File: config.mk
export PLATFORM = sky130hd
export DESIGN_NAME = hidden_layer_forward
export DESIGN_NICKNAME = d
export VERILOG_FILES = /design/src/rtl/hidden_layer_forward_pkg.sv /design/src/rtl/sigmoid_pwl.sv /design/src/rtl/hidden_layer_forward.sv
export SDC_FILE = /design/constraint.sdc
export NUM_CORES = 1
export LEC_CHECK = 0
export CAP_MARGIN = 20
export CORE_MARGIN = 2
export CORE_UTILIZATION = 60
export DETAILED_ROUTE_END_ITERATION = 10
export DONT_BUFFER_PORTS = 1
export PLACE_DENSITY = 0.78
export SYNTH_ARGS = -nofsm -noshare
export SYNTH_HDL_FRONTEND = slang
export SYNTH_HIERARCHICAL = 1
export SYNTH_SLANG_ARGS = --single-unit
export TNS_END_PERCENT = 50
File: constraint.sdc
create_clock -name clk -period 31 [get_ports clk]
set_input_delay 4.65 -clock clk [delete_from_list [all_inputs] [get_ports clk]]
set_output_delay 4.65 -clock clk [all_outputs]
set_load 0.02 [all_outputs]
File: src/rtl/hidden_layer_forward_pkg.sv
// Shared constants and state encoding for the hidden-layer forward engine.
// Fixed-point convention: SCALE (1000) represents 1.0.
package hidden_fwd_pkg;

  localparam int DATA_W  = 10;
  localparam int ACC_W   = 24;
  localparam int SCALE   = 1000;
  localparam int SIG_MID = 500;
  localparam int SIG_MAX = 1000;
  localparam int SAT_MIN = -512;
  localparam int SAT_MAX = 511;

  typedef enum logic [1:0] {
    IDLE,
    MAC,
    ACT,
    DONE
  } fwd_state_t;

endpackage

File: src/rtl/sigmoid_pwl.sv
// Piecewise-linear sigmoid: rescale the accumulator, add the bias, saturate,
// and map onto 500 + z/4 clamped to [0, 1000]. Purely combinational.
module sigmoid_pwl
  import hidden_fwd_pkg::*;
(
  input  logic signed [ACC_W-1:0]  acc,
  input  logic signed [DATA_W-1:0] bias,
  output logic        [DATA_W-1:0] y
);

  localparam int YW = DATA_W + 2;

  localparam logic signed [ACC_W-1:0]  SCALE_S = ACC_W'(SCALE);
  localparam logic signed [ACC_W-1:0]  SAT_LO  = ACC_W'(SAT_MIN);
  localparam logic signed [ACC_W-1:0]  SAT_HI  = ACC_W'(SAT_MAX);
  localparam logic signed [YW-1:0]     Y_MID   = YW'(SIG_MID);
  localparam logic signed [YW-1:0]     Y_MAX   = YW'(SIG_MAX);

  logic signed [ACC_W-1:0]  q;
  logic signed [ACC_W-1:0]  z;
  logic signed [DATA_W-1:0] zs;
  logic signed [DATA_W-1:0] sh;
  logic signed [YW-1:0]     ys;

  always_comb begin
    // Signed division truncates toward zero; the later shift floors.
    q  = acc / SCALE_S;
    z  = q + signed'({{(ACC_W-DATA_W){bias[DATA_W-1]}}, bias});
    if (z > SAT_HI)
      zs = SAT_HI[DATA_W-1:0];
    else if (z < SAT_LO)
      zs = SAT_LO[DATA_W-1:0];
    else
      zs = z[DATA_W-1:0];
    sh = zs >>> 2;
    ys = Y_MID + signed'({{2{sh[DATA_W-1]}}, sh});
    if (ys < 0)
      y = '0;
    else if (ys > Y_MAX)
      y = Y_MAX[DATA_W-1:0];
    else
      y = ys[DATA_W-1:0];
  end

endmodule

File: src/rtl/hidden_layer_forward.sv
// Hidden-layer forward pass: one shared multiplier walks every (neuron, input)
// pair, then each sum passes through sigmoid_pwl; results publish atomically.
module hidden_layer_forward
  import hidden_fwd_pkg::*;
#(
  parameter int N_IN  = 4,
  parameter int N_HID = 5
) (
  input  logic                     clk,
  input  logic                     rst_n,
  input  logic                     start,
  input  logic signed [DATA_W-1:0] in_vec    [N_IN],
  input  logic signed [DATA_W-1:0] weight_ih [N_HID][N_IN],
  input  logic signed [DATA_W-1:0] bias      [N_HID],
  output logic                     busy,
  output logic                     done,
  output logic                     out_valid,
  output logic        [DATA_W-1:0] out0_cal  [N_HID]
);

  localparam int IW = (N_IN  > 1) ? $clog2(N_IN)  : 1;
  localparam int JW = (N_HID > 1) ? $clog2(N_HID) : 1;
  localparam logic [IW-1:0] I_LAST = IW'(N_IN - 1);
  localparam logic [JW-1:0] J_LAST = JW'(N_HID - 1);

  fwd_state_t state_q, state_d;

  logic        [IW-1:0]     i_q;
  logic        [JW-1:0]     j_q;
  logic signed [ACC_W-1:0]  acc_q;
  logic signed [DATA_W-1:0] in_snap   [N_IN];
  logic signed [DATA_W-1:0] w_snap    [N_HID][N_IN];
  logic signed [DATA_W-1:0] bias_snap [N_HID];
  logic        [DATA_W-1:0] res_q     [N_HID];

  logic signed [2*DATA_W-1:0] prod;
  logic        [DATA_W-1:0]   act_y;

  assign prod = in_snap[i_q] * w_snap[j_q][i_q];

  sigmoid_pwl u_sigmoid (
    .acc  (acc_q),
    .bias (bias_snap[j_q]),
    .y    (act_y)
  );

  always_comb begin
    state_d = state_q;
    case (state_q)
      IDLE:    if (start) state_d = MAC;
      MAC:     if (i_q == I_LAST) state_d = ACT;
      ACT:     state_d = (j_q == J_LAST) ? DONE : MAC;
      DONE:    state_d = IDLE;
      default: state_d = IDLE;
    endcase
  end

  always_ff @(posedge clk or negedge rst_n) begin
    if (!rst_n) state_q <= IDLE;
    else        state_q <= state_d;
  end

  always_ff @(posedge clk or negedge rst_n) begin
    if (!rst_n) begin
      i_q       <= '0;
      j_q       <= '0;
      acc_q     <= '0;
      busy      <= 1'b0;
      done      <= 1'b0;
      out_valid <= 1'b0;
      for (int unsigned n = 0; n < N_IN; n++) in_snap[n] <= '0;
      for (int unsigned h = 0; h < N_HID; h++) begin
        bias_snap[h] <= '0;
        res_q[h]     <= '0;
        out0_cal[h]  <= '0;
        for (int unsigned n = 0; n < N_IN; n++) w_snap[h][n] <= '0;
      end
    end else begin
      // busy stays high through the done cycle (state already IDLE there).
      busy <= (state_q == IDLE) ? start : 1'b1;
      done <= (state_q == DONE);
      case (state_q)
        IDLE: begin
          if (start) begin
            in_snap   <= in_vec;
            w_snap    <= weight_ih;
            bias_snap <= bias;
            out_valid <= 1'b0;
            i_q       <= '0;
            j_q       <= '0;
            acc_q     <= '0;
          end
        end
        MAC: begin
          acc_q <= acc_q + ACC_W'(prod);
          if (i_q != I_LAST) i_q <= i_q + 1'b1;
        end
        ACT: begin
          res_q[j_q] <= act_y;
          acc_q      <= '0;
          i_q        <= '0;
          if (j_q != J_LAST) j_q <= j_q + 1'b1;
        end
        DONE: begin
          out0_cal  <= res_q;
          out_valid <= 1'b1;
        end
        default: ;
      endcase
    end
  end

endmodule
---- Yosys cells after proc, flatten, opt, wreduce, memory -nomap -nowiden ----
Index checks and enable logic that the tools add are counted.
word-level totals
  word-level logic and storage cells ...... 118
  output and inout port bits .............. 53
  input bits .............................. 293
  register bits after elaboration ......... 424
operators by class
  reduce and logical (&&, ||, !) cells .... 11
  equality and inequality tests ........... 11
  add/sub/neg operators ................... 5
  $mul .................................... 1
  order comparisons ....................... 7
  div/mod/pow operators ................... 1
  mux-type cells .......................... 34
  bitwise gates (word level) .............. 2
operators by type and width
  kind                    number
  $bmux 40 s3             1
  $mux 10                 11
  $mux 40                 2
  $pmux 24 s3             1
  $bwmux 50               1
  $bmux 10 s2             2
  $bmux 10 s3             1
  $demux 10 s3            1
  $add 24x10->24          1
  $add 24x20->24          1
  $div 24x11->24 const B  1
  $gt 24x10->1 const B    1
  $lt 24x10->1 const B    1
  $mux 24                 1
  $mul 10x10->20          1
  $add 10x8->11 const A   1
  $gt 11x11->1 const B    1
  $lt 11x1->1 const B     1
  $mux 2                  5
  $ne 2x2->1 const B      5
  $pmux 2 s4              1
  $reduce_and 2->1        4
  $eq 2x2->1 const B      3
  $mux 3                  2
  other kinds (19)        22

---- Logic depth before layout (Yosys ltp) ----
  word-level depth ........................ 13
  gate-level depth with buffers ........... 82
  mapped depth without buffers ............ 73

---- Cells and area by module ----
Netlist, hierarchy kept.
by module, submodules not included
  module                cells each  times used  seq. area each (µm²)  area each (µm²)
  hidden_layer_forward  1870        1           10610.2               23536.3
  sigmoid_pwl           900         1           0.0                   6331.1

---- Worst setup path after synthesis ----
No wires, ideal clock.
  path type ............................... register to register
  from .................................... register acc_q[1]
  to ...................................... register res_q[18] (netlist bit)
  period minus slack after synthesis ...... 16.332 ns
  setup slack ............................. 14.668 ns
  path buffers ............................ 6
  required time ........................... 30.934 ns
  data arrival time ....................... 16.266 ns
  cell stages (with the launch flop) ...... 79
  library setup time ...................... 0.066 ns
  cells stage by stage .................... dfrtp_1 -> inv_1 -> ha_1 -> or4b_1 -> or4_4 -> a311o_1 -> a21o_1 -> a31oi_1 -> o211ai_2 -> buf_2 -> a211oi_2 -> a21oi_4 -> o31ai_2 -> buf_6 -> nand2_1 -> o221a_2 -> a21boi_1 -> a2111oi_2 -> [43 not listed] -> nor2b_1 -> o21ai_0 -> nand2b_1 -> a21o_1 -> a21o_1 -> a21o_1 -> a21o_1 -> a21o_1 -> a21oi_1 -> xnor2_1 -> nor4_1 -> nor2_1 -> a21oi_1 -> inv_1 -> ha_1 -> or3_1 -> o21ai_0 -> mux2_2
between the ends
  longest elaborated chain between the ends .. 10
  elaborated cells between the ends (all ways) .. 12
  classes of those cells .................. add/sub: 2; div: 1; order compare: 4; mux: 5
RTL lines
  what                           line                        source
  start, declared                hidden_layer_forward.sv:30  logic signed [ACC_W-1:0] acc_q;
  start signal, assigned         hidden_layer_forward.sv:95  acc_q <= acc_q + ACC_W'(prod);
  $div 24x11->24 *               sigmoid_pwl.sv:27           q = acc / SCALE_S;
  $add 24x10->24 *               sigmoid_pwl.sv:28           z = q + signed'({{(ACC_W-DATA_W){bias[DATA_W-1]}}, bias});
  $lt 24x10->1                   sigmoid_pwl.sv:31           else if (z < SAT_LO)
  $mux 10                        sigmoid_pwl.sv:31
  $mux 10 *                      sigmoid_pwl.sv:29           if (z > SAT_HI)
  $add 10x8->11 *                sigmoid_pwl.sv:36           ys = Y_MID + signed'({{2{sh[DATA_W-1]}}, sh});
  $gt 11x11->1                   sigmoid_pwl.sv:39           else if (ys > Y_MAX)
  $mux 10                        sigmoid_pwl.sv:39
  $mux 10 *                      sigmoid_pwl.sv:37           if (ys < 0)
  via act_y[8]                   hidden_layer_forward.sv:37  logic [DATA_W-1:0] act_y;
  $bwmux 50 *                    hidden_layer_forward.sv:99  res_q[j_q] <= act_y;
  end signal, assigned by index  hidden_layer_forward.sv:99
  end, declared                  hidden_layer_forward.sv:34  logic [DATA_W-1:0] res_q [N_HID];
Mark *: on every way through the listed nets, which the timed path passes. The rest lies on a longest branch.
A chain may end at the register's enable or synchronous reset.

---- Final worst setup path ----
  from .................................... register acc_q[1]
  to ...................................... register res_q[28] (netlist bit)
Same word-level chain as after synthesis.

==> results.sh <==
export IMPL_initial_core_util=0.609
export IMPL_vias=22208
export IMPL_clk_latency_ns=0.60
export IMPL_async_flop_share=1.00
export IMPL_max_slew_margin=0.248
export IMPL_hp_class="reg2reg"
export IMPL_ys_seq_area_frac=0.355
export IMPL_antenna_found_initial=29
export IMPL_die_area_sq_mm=0.0516
export IMPL_cts_buffer_depth=3
export IMPL_finClkSkew_ns=0.0300
export IMPL_period_needed_ns=20.20
export IMPL_hold_viol_final=0
export IMPL_cts_hold_buf=0
export IMPL_cts_tree="built"
export IMPL_nets=3226
export IMPL_htree_levels=2
export IMPL_root_buffer="clkbuf_16"
export IMPL_syn_area_per_cell_sq_um=10.8
export IMPL_holdWs_ns=0.502
export IMPL_io_pins=346
export IMPL_synth_area_sq_mm=0.0299
export IMPL_post_cts_buffers=0
export IMPL_critical_path_max_fanout=15
export IMPL_worst_setup_path_start_kind="flop"
export IMPL_status="finished, final reports clean"
export IMPL_stdcell_count=3433
export IMPL_dr_pass1_iters=5
export IMPL_layout_drive_gt1_share=0.222
export IMPL_end_kind="flop"
export IMPL_coreArea_sq_mm=0.0491
export IMPL_die_w_um=227
export IMPL_clk_pin_slew_ns=0.06
export IMPL_maxSlewViolCount=0
export IMPL_synth_ff_type="dfrtp_1"
export IMPL_ctsResizeCount=0
export IMPL_critPathLaunch="acc_q[1]$_DFFE_PN0P_"
export IMPL_hpwl_mm=59.2
export IMPL_netlist_instances=2770
export IMPL_synth_nets=3283
export IMPL_cts_buffers=46
export IMPL_synth_warnings=6
export IMPL_synth_edff_count=0
export IMPL_fmax_ghz=0.0495
export IMPL_postRouteAntennaNets=0
export IMPL_rows=81
export IMPL_wirelength_mm=81.2
export IMPL_path_common_cell="a21o_1"
export IMPL_first_iter_violations=1809
export IMPL_numClockSinks=424
export IMPL_track_usage=0.314
export IMPL_final_setup_viol_count=0
export IMPL_grt_pass1_wl_mm=126
export IMPL_fin_crit_sh=0.652
export IMPL_cap_violations=0
export IMPL_netlist_cell_type_count=123
export IMPL_place_inst=3327
export IMPL_worst_ep_required_time_ns=31.53
export IMPL_die_h_um=227
export IMPL_r2r_start="acc_q[1]$_DFFE_PN0P_"
export IMPL_final_fill_count=3672
export IMPL_worstPathArrival_ns=20.73
export IMPL_post_drt_via_cell_ratio=6.47
export IMPL_tightest_slew_ns=1.13
export IMPL_wl_per_cell_um=23.6
export IMPL_timing_setup_tns_ns=0
export IMPL_slowest_stage="o22ai_1"
export IMPL_grt_max_degree=425
export IMPL_drc=0
export IMPL_gp_routability_congestion=0.915
export IMPL_port_buffers=0
export IMPL_grt_pass1_vias=22818
export IMPL_path_class="reg2reg"
export IMPL_rsz0062_at_grt="false"
export IMPL_syn_to_final_growth_pct=6.68
export IMPL_grt_overflow_total=0
export IMPL_hold_start="res_q[13]$_DFFE_PN0P_"
export IMPL_max_stage_delay_ns=0.90
export IMPL_ys_seq_elements=424
==> registers in the layout, summed over array words and instances, names as in the netlist <==
register	flops
in_snap	40
done	1
busy	1
acc_q	24
out0_cal	50
w_snap	200
j_q	3
out_valid	1
state_q	2
i_q	2
bias_snap	50
res_q	50
==> per-layer routing <==
metal / global-route usage / up-vias / wire [um]
met2: 0.525 / 949 / 39800
li1: - / 9861 / -
met3: 0.0870 / 203 / 7300
met4: 0.119 / 14 / 2860
met1: 0.390 / 11181 / 31100
met5: 0 / - / 98
==> cell type report <==
class	instances	area (sq um)	share of cell area
clock inverter	22	267	0.00836
sequential	424	10600	0.333
clock buffer	59	1290	0.0405
timing repair buffer	19	155	0.00487
inverter	223	837	0.0263
tap	664	831	0.0261
antenna	23	57.6	0.00181
multi-input combinational	1999	17800	0.559
==> cell usage after synthesis (all sizes together) (18+ instances only) <==
| library cell | number | area, sq um |
|---|---|---|
| nor2b | 27 | 176 |
| o21ai | 90 | 458 |
| o31ai | 24 | 204 |
| xnor2 | 67 | 624 |
| mux2 | 401 | 4520 |
| a211oi | 18 | 155 |
| mux4 | 24 | 541 |
| ha | 95 | 1190 |
| dfrtp | 424 | 10600 |
| nand3 | 50 | 278 |
| o211ai | 25 | 221 |
| buf | 75 | 452 |
| inv | 223 | 837 |
| nor3 | 39 | 221 |
| a31oi | 19 | 140 |
| xor2 | 39 | 349 |
| o22ai | 36 | 225 |
| fa | 125 | 2500 |
| nor2 | 165 | 622 |
| clkbuf | 49 | 184 |
| nand2 | 165 | 619 |
| and2 | 33 | 206 |
| a21o | 50 | 375 |
| nand2b | 20 | 125 |
| mux2i | 94 | 945 |
| a21oi | 115 | 594 |
==> cell families (layout without fill, tap and decap cells) <==
family	Yosys count	in the layout	share of synthesized area
simple gates	596	596	0.0983
compound gates	555	555	0.139
mux	519	519	0.201
flops	424	424	0.355
buf+inv	347	323	0.0493
fa+ha+maj	223	223	0.125
xor+xnor	106	106	0.0326
other cells	0	23	0
==> through the flow <==
stage | setup slack, ns | util | cell area [sq um]
detailed placement | 10.81 | 0.616 | 30200
finish | 10.80 | 0.650 | 31900
CTS | 10.74 | 0.648 | 31800
global route | 9.17 | 0.649 | 31800
floorplan | 14.67 | - | 29900
global placement | 11.57 | 0.616 | 30200
==> path summary, 6_finish.rpt <==
check | endpoint | slack, ns | depth (start not counted)
worst max-delay path | res_q[28]$_DFFE_PN0P_ | 10.80 | 73
worst min-delay path | out0_cal[13]$_DFFE_PN0P_ | 0.50 | 1
worst max register to register | res_q[28]$_DFFE_PN0P_ | 10.80 | 73
worst min register to register | out0_cal[13]$_DFFE_PN0P_ | 0.50 | 1
max in group asynchronous | bias_snap[18]$_DFFE_PN0P_ | 26.45 | 0
min in group asynchronous | w_snap[146]$_DFFE_PN0P_ | 3.74 | 0
==> worst max-delay path: cells and delay by family (launching register included) <==
kind	cells	cell delay (ns)
DFF	1	0.45
buffers and inverters	3	0.43
muxes	2	0.57
AOI/OAI and AO/OA	41	11.99
xor gates and xnor gates	3	0.57
and+or+nand+nor	20	5.10
adders and majority gates	4	0.97
==> cell usage in the layout, fill, tap and decap left out, types with 12 or more instances in the layout <==
cell type,n
a211oi_1,14
a21o_1,50
a21oi_1,112
a31oi_1,17
and2_1,32
buf_4,18
clkbuf_16,47
dfrtp_1,421
diode_2,23
fa_1,125
ha_1,95
inv_1,221
mux2_2,399
mux2i_1,93
mux4_2,24
nand2_1,164
nand2b_1,20
nand3_1,46
nand4_1,14
nor2_1,162
nor2b_1,26
nor3_1,35
nor4_1,13
o211ai_1,20
o21a_1,13
o21ai_0,76
o21ai_1,12
o22ai_1,36
o31ai_1,21
xnor2_1,62
xor2_1,38
Power is left out: the tool's default activity adds up to more than one toggle a clock period on the data nets, which glitch-free logic cannot reach.
==> variant 1: new RTL, same settings <==
`N_HID`: 5 -> 6.
--- a/src/rtl/hidden_layer_forward.sv
+++ b/src/rtl/hidden_layer_forward.sv
@@ -4,7 +4,7 @@
   import hidden_fwd_pkg::*;
 #(
   parameter int N_IN  = 4,
-  parameter int N_HID = 5
+  parameter int N_HID = 6
 ) (
   input  logic                     clk,
   input  logic                     rst_n,
Ports: changed (resized bias, out0_cal and weight_ih); port bits go from 346 to 406. The function was not compared with the original's and may differ.
==> variant 1 against the unedited design <==
Setup slack got worse by 0.12 ns; sequential share of layout area rose by 1.8 points; critical path depth did not move; count of clock-buffer cells in the layout rose by 5; routed wire length rose by 14%; maximum frequency fell by 0.57%; area after synthesis rose by 9.5%; sequential cell count rose by 70; hold slack barely moved; cell area rose by 10%; critical path type unchanged; critical endpoint is now res_q[8].
Power is not shown: default switching activity piles up to over one toggle a cycle in this logic, so the estimate is an artifact.
==> variant 1: results (changes against the unedited design) <==
outcome:
  status: "finished, final reports clean"  # unchanged
timing:
  period_share: 0.655  # was 0.652
  skew_ns: 0.0155  # was 0.0300 ns
  worst_pin_slew_ns: 1.15  # was 1.13 ns
synthesis:
  syn_area_per_cell_um2: 11.4  # was 10.8 um^2
  synth_area_leaders: "dfrtp_1, mux2_2, fa_1"  # unchanged
  yosysSeqAreaShare: 0.378  # was 0.355
  synth_nets: 3421  # was 3283
  async_flop_share: 1.00  # unchanged
  yosysUniqueCellTypes: 122  # was 123
  synth_common_cells: "mux2_2, dfrtp_1, inv_1"  # was dfrtp_1, mux2_2, inv_1
  synth-warning-count: 6  # unchanged
global_routing:
  grt_max_degree: 495  # was 425
  grt_pass1_wl_mm: 141  # was 126 mm
  grtUsageTotal: 0.326  # was 0.314
  grt_pass1_vias: 24400  # was 22800
  grt_antenna_before_repair: 50  # was 29
place:
  hpwl_mm: 67.8  # was 59.2 mm
  place_ws_ns: 11.08  # was 10.81 ns
  port_buffers: 0  # unchanged
  place.gp.congestion: 0.932  # was 0.915
  placedCellCount: 3456  # was 3327
worst_setup_path:
  arrival_ns: 20.85  # was 20.73 ns
  r2r_cells: 73  # unchanged
  critPathMaxFanout: 15  # unchanged
  r2r_end: "res_q[8]"  # was res_q[28]
  r2r-start: "acc_q[1]"  # unchanged
  cp_slowest_stage_delay_ns: 0.81  # was 0.90 ns
  critPathLaunchType: "flop"  # unchanged
  cp-end-kind: "flop"  # unchanged
  slowest_stage: "o31ai_2"  # was o22ai_1
drt:
  drt-initial-drc-count: 1927  # was 1809
  drt_pass1_iterations: 7  # was 5
  num_vias: 23500  # was 22200
  wl_mm: 92.2  # was 81.2 mm
final_layout:
  num-fill-cells: 3977  # was 3672
  largest_register: "w_snap"  # unchanged
  instances_no_fill: 3597  # was 3433
  layout-drive-gt1-share: 0.266  # was 0.222
  nNetsFinal: 3380  # was 3226
  largest_reg_flops: 240  # was 200
min_path:
  hp-class: "reg -> reg"  # unchanged
  hp-start: "w_snap[72]"  # was res_q[13]
clock_network:
  h-tree-depth: 2  # unchanged
  cts_made_buffers: 51  # was 46
  cts_resized: 0  # unchanged
  root_buffer: "clkbuf_16"  # unchanged
  cts_buffer_depth: 3  # unchanged
  clkLatencyLatePin_ns: 0.59
  clk_pin_slew_ns: 0.06  # about the same
  post-cts-setup-buffers: 0  # unchanged
==> variant 1: metrics by stage <==
| step | cell area [um^2] | hold slack [ns] |
|---|---|---|
| final | 35200 | 0.502 |
| after detailed placement | 33200 | 0.487 |
| after global routing | 35200 | 0.514 |
| after floorplan | 32700 | 0.472 |
| after CTS | 35000 | 0.506 |
| after global placement | 33200 | 0.481 |
==> variant 1: worst min-delay path by stage <==
stage                  endpoint  cells past startpoint
floorplan           w_snap[164]                      1
global placement    w_snap[148]                      1
detailed placement  w_snap[184]                      1
CTS                  w_snap[72]                      1
global route         in_snap[9]                      1
finish               w_snap[72]                      1
==> variant 1: cell families (layout without fill, tap and decap cells) <==
group	Yosys count	after routing	synth area share
and+or+nand+nor	574	574	0.0881
other	0	43	0
AOI/OAI and AO/OA	524	524	0.122
buffers and inverters	337	337	0.0438
xor gates and xnor gates	113	113	0.0316
adders and majority gates	223	223	0.114
DFF	494	494	0.378
muxes	593	593	0.222
==> variant 1: final cells by class <==
cell class | count | area share
diodes | 43 | 0.00306
clock buffers | 64 | 0.0408
clock inverters | 30 | 0.0115
inverters | 213 | 0.0227
multi-input cells | 2027 | 0.538
flip-flops and latches | 494 | 0.352
well taps | 696 | 0.0248
repair buffers | 30 | 0.00743
==> variant 1: routing by layer <==
metal / GRT usage / wire [um]
met1: 0.424 / 36800
met2: 0.515 / 43900
met3: 0.100 / 8180
met4: 0.130 / 3150
met5: 0 / 137
==> variant 1: critical path, delay by kind of cell (launching register included) <==
kind,cells,cell delay (ns)
adders and majority gates,4,1.06
AOI/OAI and AO/OA,40,11.47
buffers and inverters,3,0.43
xor gates and xnor gates,3,0.57
muxes,3,1.15
and+or+nand+nor,20,5.11
DFF,1,0.45
==> variant 2: new RTL, same settings <==
Made on the original files. Make the reset (`rst_n`) synchronous in 2 clocked blocks.
--- a/src/rtl/hidden_layer_forward.sv
+++ b/src/rtl/hidden_layer_forward.sv
@@ -55,12 +55,12 @@
     endcase
   end
 
-  always_ff @(posedge clk or negedge rst_n) begin
+  always_ff @(posedge clk) begin
     if (!rst_n) state_q <= IDLE;
     else        state_q <= state_d;
   end
 
-  always_ff @(posedge clk or negedge rst_n) begin
+  always_ff @(posedge clk) begin
     if (!rst_n) begin
       i_q       <= '0;
       j_q       <= '0;
Behaviour: differs if rst_n is asserted again (counterexample within 4 cycles, from zero or initial values and one cycle with rst_n low); with rst_n held inactive, the same outputs for 4 cycles.
==> variant 2 against the unedited design <==
Cell area shrank 3.1%; sequential share of layout area shrank 5.8 points; sequential cell count is the same; maximum frequency grew 1.5%; die area shrank 2.2%; setup slack gained 0.29 ns; routed wire length shrank 0.37%; first-iteration DRC count grew 22%; area after synthesis shrank 2.2%; critical endpoint is now res_q[36].
Power is left out: it rests on default switching activity, and per cell area and clock period it moved more than threefold.
==> variant 2: results (changes against the unedited design) <==
clock_network:
  root_buffer: "clkbuf_16"  # unchanged
  clk_pin_slew_ns: 0.07
  clkLatencyLatePin_ns: 0.59
  h-tree-depth: 2  # unchanged
  cts_made_buffers: 44  # was 46
  cts_buffer_depth: 3  # unchanged
final_layout:
  nNetsFinal: 3841  # was 3226
  largest_reg_flops: 200  # unchanged
  num-fill-cells: 3917  # was 3672
  layout-drive-gt1-share: 0.0732  # was 0.222
place:
  place.gp.congestion: 0.957  # was 0.915
  hpwl_mm: 60.3  # was 59.2 mm
  port_buffers: 0  # unchanged
drt:
  wl_per_cell_um: 20.3  # was 23.6 um
  drt_pass1_iterations: 6  # was 5
  num_vias: 24600  # was 22200
  drt-initial-drc-count: 2214  # was 1809
global_routing:
  grt_antenna_before_repair: 8  # was 29
  grt_max_degree: 415  # was 425
  grt_pass1_vias: 24400  # was 22800
  grtUsageTotal: 0.320  # was 0.314
  grt_pass1_wl_mm: 130  # was 126 mm
worst_setup_path:
  cp_slowest_stage_delay_ns: 0.75  # was 0.90 ns
  reg2reg_slack_ns: 11.09  # was 10.80 ns
  crit_family: "compound AO/OA/AOI/OAI gates"  # unchanged
  arrival_ns: 20.40  # was 20.73 ns
  critPathMaxFanout: 15  # unchanged
  slowest_stage: "o31ai_2"  # was o22ai_1
timing:
  whs_ns: 0.463  # was 0.502 ns
  max-slew-margin-rel: 0.191  # was 0.248
  skew_ns: 0.0257  # was 0.0300 ns
synthesis:
  synth_nets: 3966  # was 3283
  synth_area_leaders: "dfxtp_1, nand2_1, a21boi_0"  # was dfrtp_1, mux2_2, fa_1
  yosysSeqAreaShare: 0.291  # was 0.355
  synth_ff_type: "dfxtp_1"  # was dfrtp_1
  synth_common_cells: "nand2_1, dfxtp_1, a21boi_0"  # was dfrtp_1, mux2_2, inv_1
  yosysUniqueCellTypes: 118  # was 123
  async_flop_share: 0  # was 1.00
outcome:
  status: "finished, final reports clean"  # unchanged
min_path:
  hp-class: "reg -> reg"  # unchanged
==> variant 2: cell type report <==
class	instances	area (um^2)	share of cell area
multi-input combinational	2616	19100	0.620
sequential	424	8490	0.275
clock buffer	67	1280	0.0415
inverter	215	807	0.0262
tap	615	769	0.0249
timing repair buffer	27	224	0.00726
clock inverter	13	154	0.00499
antenna	5	12.5	0.000405
==> variant 2: routing by layer <==
layer | global-route usage | up-vias | part of all wire
met5 | 0 | - | 0.00046
met4 | 0.109 | 6 | 0.032
met3 | 0.0802 | 180 | 0.079
met2 | 0.526 | 891 | 0.47
met1 | 0.413 | 11900 | 0.42
li1 | - | 11600 | -
==> variant 2: cell families (layout without fill, tap and decap cells) <==
family,Yosys count,count (layout),share of synthesized area
muxes,153,153,0.0810
buffers and inverters,413,322,0.0556
AOI/OAI and AO/OA,825,825,0.214
DFF,424,424,0.291
other,0,5,0
and+or+nand+nor,1302,1302,0.196
adders and majority gates,223,223,0.127
xor gates and xnor gates,113,113,0.0354
==> variant 2: tightest hold or removal path, delay by kind of cell, from the launching register on <==
family / cells / cell delay (ns)
AO/OA/AOI/OAI: 1 / 0.06
flip-flops: 1 / 0.30
AND/OR/NAND/NOR: 1 / 0.04
==> variant 2: worst paths after layout <==
kind	from	end	depth (start not counted)
hold reg to reg	w_snap[52]	w_snap[52]	2
setup / recovery	acc_q[2]	res_q[36]	72
hold / removal	w_snap[52]	w_snap[52]	2
setup reg to reg	acc_q[2]	res_q[36]	72
==> variant 2: metrics by stage <==
stage / setup slack [ns] / std cells / area, um^2
5_1_grt: 9.40 / 3982 / 30900
3_3_place_gp: 11.62 / 3892 / 29400
2_1_floorplan: 14.65 / 3453 / 29200
6_report: 11.09 / 3982 / 30900
4_1_cts: 10.96 / 3973 / 30800
3_5_place_dp: 11.06 / 3893 / 29400
